==> config.mk <==
export PLATFORM = sky130hd
export DESIGN_NAME = me_frame_scheduler
export DESIGN_NICKNAME = d
export VERILOG_FILES = /design/src/rtl/me_frame_scheduler.sv
export SDC_FILE = /design/constraint.sdc
export NUM_CORES = 1
export LEC_CHECK = 0
export ABC_AREA = 1
export CORE_MARGIN = 5
export CORE_UTILIZATION = 30
export CTS_CLUSTER_SIZE = 8
export DETAILED_ROUTE_END_ITERATION = 7
export PLACE_DENSITY = 0.55
export SKIP_CTS_REPAIR_TIMING = 1
export SYNTH_ARGS = -nofsm -noshare
export SYNTH_HDL_FRONTEND = slang
export SYNTH_SLANG_ARGS = --single-unit
==> constraint.sdc <==
create_clock -name clock -period 4 [get_ports clock]
set_clock_uncertainty 0.1 [all_clocks]
set_input_delay 0.6 -clock clock [delete_from_list [all_inputs] [get_ports clock]]
set_output_delay 0.6 -clock clock [all_outputs]
set_load 0.01 [all_outputs]
==> src/rtl/me_frame_scheduler.sv <==
// Frame-level sequencer for the motion estimator core: one search per block, results queued in a FIFO.
// Optional ME_SCHED_STATS_EN adds perfect_count/miss_count statistics outputs.
module me_frame_scheduler #(
  parameter int unsigned SEARCH_CYCLES = 4112,
  parameter int unsigned FIFO_DEPTH    = 4
) (
  input  logic        clock,
  input  logic        reset,
  input  logic        frame_start,
  input  logic [7:0]  num_blocks,
  output logic        busy,
  output logic        frame_done,
  output logic        me_start,
  output logic [7:0]  block_index,
  input  logic [7:0]  me_BestDist,
  input  logic [3:0]  me_motionX,
  input  logic [3:0]  me_motionY,
  output logic        res_valid,
  input  logic        res_ready,
  output logic [23:0] res_data
`ifdef ME_SCHED_STATS_EN
  ,
  output logic [7:0]  perfect_count,
  output logic [7:0]  miss_count
`endif
);

  localparam int unsigned CW = (SEARCH_CYCLES > 1) ? $clog2(SEARCH_CYCLES) : 1;
  localparam int unsigned AW = $clog2(FIFO_DEPTH);
  localparam logic [CW-1:0] CNT_LAST = CW'(SEARCH_CYCLES - 1);
  localparam logic [AW:0]   OCC_FULL = (AW + 1)'(FIFO_DEPTH);

  typedef enum logic [2:0] {
    S_IDLE,
    S_RUN,
    S_SETTLE,
    S_CAPTURE,
    S_DONE
  } state_t;

  state_t        state_q;
  logic [CW-1:0] cnt_q;
  logic [7:0]    nblk_q;
  logic [7:0]    blk_q;
  logic          busy_q;
  logic          done_q;
  logic          start_q;

  logic [23:0]   mem_q [FIFO_DEPTH];
  logic [AW-1:0] wr_q, wr_d;
  logic [AW-1:0] rd_q, rd_d;
  logic [AW:0]   occ_q, occ_d;
  logic          full;
  logic          push;
  logic          pop;
  logic          accept;
  logic [23:0]   push_data;

  assign busy        = busy_q;
  assign frame_done  = done_q;
  assign me_start    = start_q;
  assign block_index = blk_q;
  assign res_valid   = (occ_q != '0);
  assign res_data    = mem_q[rd_q];

  // Fullness is taken from the registered occupancy, so a same-cycle pop never frees a slot for this push.
  always_comb begin
    full      = (occ_q == OCC_FULL);
    push      = (state_q == S_CAPTURE) && !full;
    pop       = res_valid && res_ready;
    accept    = (state_q == S_IDLE) && frame_start;
    push_data = {blk_q, me_BestDist, me_motionX, me_motionY};
    wr_d      = push ? wr_q + 1'b1 : wr_q;
    rd_d      = pop ? rd_q + 1'b1 : rd_q;
    occ_d     = occ_q;
    case ({push, pop})
      2'b10:   occ_d = occ_q + 1'b1;
      2'b01:   occ_d = occ_q - 1'b1;
      default: occ_d = occ_q;
    endcase
  end

  always_ff @(posedge clock or posedge reset) begin
    if (reset) begin
      wr_q  <= '0;
      rd_q  <= '0;
      occ_q <= '0;
      for (int unsigned i = 0; i < FIFO_DEPTH; i++) begin
        mem_q[i] <= '0;
      end
    end else begin
      wr_q  <= wr_d;
      rd_q  <= rd_d;
      occ_q <= occ_d;
      if (push) begin
        mem_q[wr_q] <= push_data;
      end
    end
  end

  always_ff @(posedge clock or posedge reset) begin
    if (reset) begin
      state_q <= S_IDLE;
      cnt_q   <= '0;
      nblk_q  <= '0;
      blk_q   <= '0;
      busy_q  <= 1'b0;
      done_q  <= 1'b0;
      start_q <= 1'b0;
    end else begin
      case (state_q)
        S_IDLE: begin
          done_q <= 1'b0;
          if (frame_start) begin
            nblk_q <= num_blocks;
            blk_q  <= '0;
            cnt_q  <= '0;
            busy_q <= 1'b1;
            if (num_blocks == 8'd0) begin
              state_q <= S_DONE;
              done_q  <= 1'b1;
            end else begin
              state_q <= S_RUN;
              start_q <= 1'b1;
            end
          end
        end
        S_RUN: begin
          if (cnt_q == CNT_LAST) begin
            cnt_q   <= '0;
            start_q <= 1'b0;
            state_q <= S_SETTLE;
          end else begin
            cnt_q <= cnt_q + 1'b1;
          end
        end
        S_SETTLE: begin
          state_q <= S_CAPTURE;
        end
        S_CAPTURE: begin
          if (push) begin
            if (blk_q == 8'(nblk_q - 8'd1)) begin
              state_q <= S_DONE;
              done_q  <= 1'b1;
            end else begin
              blk_q   <= blk_q + 8'd1;
              start_q <= 1'b1;
              state_q <= S_RUN;
            end
          end
        end
        S_DONE: begin
          done_q  <= 1'b0;
          busy_q  <= 1'b0;
          state_q <= S_IDLE;
        end
        default: begin
          state_q <= S_IDLE;
          start_q <= 1'b0;
          busy_q  <= 1'b0;
          done_q  <= 1'b0;
        end
      endcase
    end
  end

`ifdef ME_SCHED_STATS_EN
  logic [7:0] perfect_q;
  logic [7:0] miss_q;

  assign perfect_count = perfect_q;
  assign miss_count    = miss_q;

  always_ff @(posedge clock or posedge reset) begin
    if (reset) begin
      perfect_q <= '0;
      miss_q    <= '0;
    end else if (accept) begin
      perfect_q <= '0;
      miss_q    <= '0;
    end else if (push) begin
      if ((me_BestDist == 8'h00) && (perfect_q != 8'hFF)) begin
        perfect_q <= perfect_q + 8'd1;
      end
      if ((me_BestDist == 8'hFF) && (miss_q != 8'hFF)) begin
        miss_q <= miss_q + 8'd1;
      end
    end
  end
`else
  logic unused_accept;
  assign unused_accept = accept;
`endif

endmodule

==> reports/summary.txt <==
====================================================================================================
Sequential-to-total area share from yosys stat ........................................        51.9%
Count of different cell masters after synthesis .......................................           32
Global-route wire length before repair ................................................      27.3 mm
Crit Path Class ....................................................................... flip-flop to output pin
Cells on worst reg2reg path ...........................................................            9
Filler Cell Count .....................................................................         2270
RSZ-0062 raised after global routing ..................................................           no
Via count of the first global-routing pass ............................................         5244
Combined area of all synthesized cells ................................................    6650 um^2
Critical Path Max Stage Delay .........................................................       690 ps
Synthesis-to-layout area growth .......................................................        22.1%
Worst R2R Start .......................................................................   state_q[2]
Total length of routed wires ..........................................................      16.1 mm
Type of origin of the critical path ...................................................    flip-flop
Area of the core region ...............................................................   21800 um^2
Number of instances in the synthesized netlist ........................................          819
Mean post-synth cell area .............................................................    8.12 um^2
Register-to-register setup slack ......................................................      1570 ps
Multi-input gate area .................................................................    2730 um^2
Cell breakdown of the critical path ................................................... buf_4 > inv_1 > o21ai_0 > o22ai_1 > clkdlybuf4s50_1
Power after layout ....................................................................      6.27 mW
Number of inserted diodes .............................................................            0
Total routing usage reported by global routing ........................................        12.9%
ANT nets after route ..................................................................            0
Clock buffer depth ....................................................................            2
Class of the tightest hold or removal check ........................................... primary input to asynchronous set/reset pin
Nets ..................................................................................          911
Per-cell routed wire length ...........................................................      13.8 um
Die boundary width ....................................................................       159 um
Critical Path End Type ................................................................   output pin
Clock-pin slew reported for the worst setup and hold paths after clock tree synthesis .        60 ps
Top-area cell type share of the netlist area ..........................................        51.9%
Clock root cell .......................................................................    clkbuf_16
Slew margin rel. ......................................................................        39.4%
Sinks on Clock Net ....................................................................          138
Least-Margin Pin Slew .................................................................       908 ps
Post-route fraction of the period consumed by the critical path .......................        85.1%
Crit path arrival time ................................................................      2700 ps
Cell taking the most area after synthesis .............................................      dfrtp_1
Warning count from the yosys run ......................................................            0
Drt first-iter violations .............................................................          268
Overall die height ....................................................................       159 um
HPWL reported at the end of detailed placement ........................................      10.8 mm
Number of core rows ...................................................................           54
Leakage power .........................................................................      3.76 nW
Final estimated routing congestion in global placement ................................        0.763
Critical Path RT ......................................................................      3300 ps
Maximum fanout along the worst path ...................................................           25
Main area contributors after synthesis ................................................ dfrtp_1 (52%), nand2_1 (11%), o21ai_0 (11%)
Number of maximum-capacitance constraint violations ...................................            0
Endpoint of the worst-slack reg-to-reg timing path ....................................    mem_q[57]
H-tree levels .........................................................................            4
Remaining global-route overflow .......................................................            0
Number of port buffers ................................................................           63
Mapped Nets ...........................................................................          856
Synth Register Bits ...................................................................          138
Result of the run ..................................................................... finished, final reports clean
Setup Viol. Count Final ...............................................................            0
Number of antenna violations at the first check in global routing .....................            0
Router iterations before antenna repair ...............................................            5
Slowest stage cell on the critical path ...............................................        inv_1
Number of design rule violations left after detail routing ............................            0
TritonCTS clock tree ..................................................................         done
Initial core utilization ..............................................................        30.5%
F_max .................................................................................      294 MHz
Final count of hold timing violations .................................................            0
Register area .........................................................................    3450 um^2
Final critical-path required period ...................................................      3400 ps
Setup Total Neg Slack .................................................................         0 ps
Share of layout cells above drive strength 1 ..........................................        7.56%
I/O pin total .........................................................................           64
Via total after detailed routing ......................................................         5456
Floorplan die area ....................................................................   25200 um^2
Worst supply voltage drop on vdd ......................................................     0.278 mV
Number of max-slew violations in the final report .....................................            0
Clk Latency, worst-skew pair ..........................................................       420 ps
Maximum number of pins on one net before global-route repair ..........................           51
Via density per instance ..............................................................         4.68
PD cells ..............................................................................  772 nW/um^2
CTS Buf Count .........................................................................           17
====================================================================================================
-- report_power, final --
part           switching (mW)  internal, mW
registers               0.272          1.88
clock network           0.641         0.891
logic                    1.51          1.07
-- stage by stage --
stage | util [%] | cell area (um^2) | instances | worst slack, ps | hold slack [ps]
floorplan | - | 6650 | 819 | 1580 | 336
global placement | 34.6 | 7550 | 1135 | 1060 | 362
detailed placement | 34.6 | 7550 | 1135 | 1010 | 363
CTS | 37.2 | 8120 | 1166 | 550 | 309
global route | 37.2 | 8120 | 1166 | 424 | 325
finish | 37.2 | 8120 | 1166 | 595 | 331
-- final cells by class --
type | instances | share of cell area [%]
clock inverter | 12 | 1.42
timing repair buffer | 73 | 8.85
sequential | 138 | 42.6
inverter | 77 | 3.61
multi-input combinational | 567 | 33.7
tap | 280 | 4.32
clock buffer | 19 | 5.58
-- kinds of logic after synthesis --
family	count (synthesis)	share of synthesized area (%)
simple gates	348	22.1
compound gates	197	15.5
flops	138	51.9
buf+inv	114	6.96
xor+xnor	13	1.71
fa+ha+maj	9	1.81
-- flip-flops by register name (all words and copies together) (netlist names) --
register / flops
block_index: 8
cnt_q: 13
occ_q: 3
state_q: 3
busy: 1
mem_q: 96
wr_q: 2
nblk_q: 8
me_start: 1
frame_done: 1
rd_q: 2
-- critical path, delay by kind of cell (launching register included) --
kind / cells / cell delay (ps)
flip-flops: 1 / 360
AO/OA/AOI/OAI: 2 / 430
buffers and inverters: 3 / 1490
-- cells in the mapped netlist --
library cell,n
nand3_2,1
a21oi_4,1
clkinv_1,2
xnor2_1,2
nor2_2,6
nand2_2,3
fa_1,1
nand4_1,3
nand2_4,3
inv_2,7
nor2_4,2
a31oi_1,1
a21oi_1,7
inv_1,68
o21ai_0,143
o21ai_1,21
ha_1,8
and2_1,1
o22ai_1,24
clkbuf_1,25
buf_4,8
nand3_1,32
buf_2,4
xor2_1,11
nor3b_1,2
nor4_1,5
nor3_2,1
nor2_1,81
nor3_1,4
dfrtp_1,138
nand2_1,203
nor2_8,1
-- worst max-delay path by stage --
stage,start,to,slack [ps],cells after the start
6_report,rd_q[1],res_data[18],600,5
5_1_grt,rd_q[1],res_data[18],420,5
4_1_cts,rd_q[1],res_data[18],550,5
3_5_place_dp,rd_q[1],res_data[18],1010,5
3_3_place_gp,rd_q[1],res_data[18],1060,5
2_1_floorplan,reset,block_index[0],1580,1
-- per-layer routing --
metal / part of all wire (%) / global-route usage [%] / up-vias / wire, um
met5: 0 / 0 / - / 0
met4: 0.91 / 3.37 / 0 / 146
met3: 4.8 / 3.76 / 13 / 774
met2: 44 / 19.6 / 105 / 7170
met1: 50 / 18.2 / 2569 / 8040
li1: - / - / 2769 / -
-- cells in the final DEF, fill, tap and decap left out, types with 5 or more instances in the layout --
cell type / n
nand2_1: 203
dfrtp_1: 138
o21ai_1: 21
ha_1: 8
clkdlybuf4s50_1: 63
o21ai_0: 143
clkbuf_16: 17
nor4_1: 5
o22ai_1: 24
buf_4: 9
inv_2: 7
inv_1: 67
xor2_1: 11
nor2_1: 81
nor2_2: 6
a21oi_1: 7
nand3_1: 32
Power figures use the tool's default switching activity.
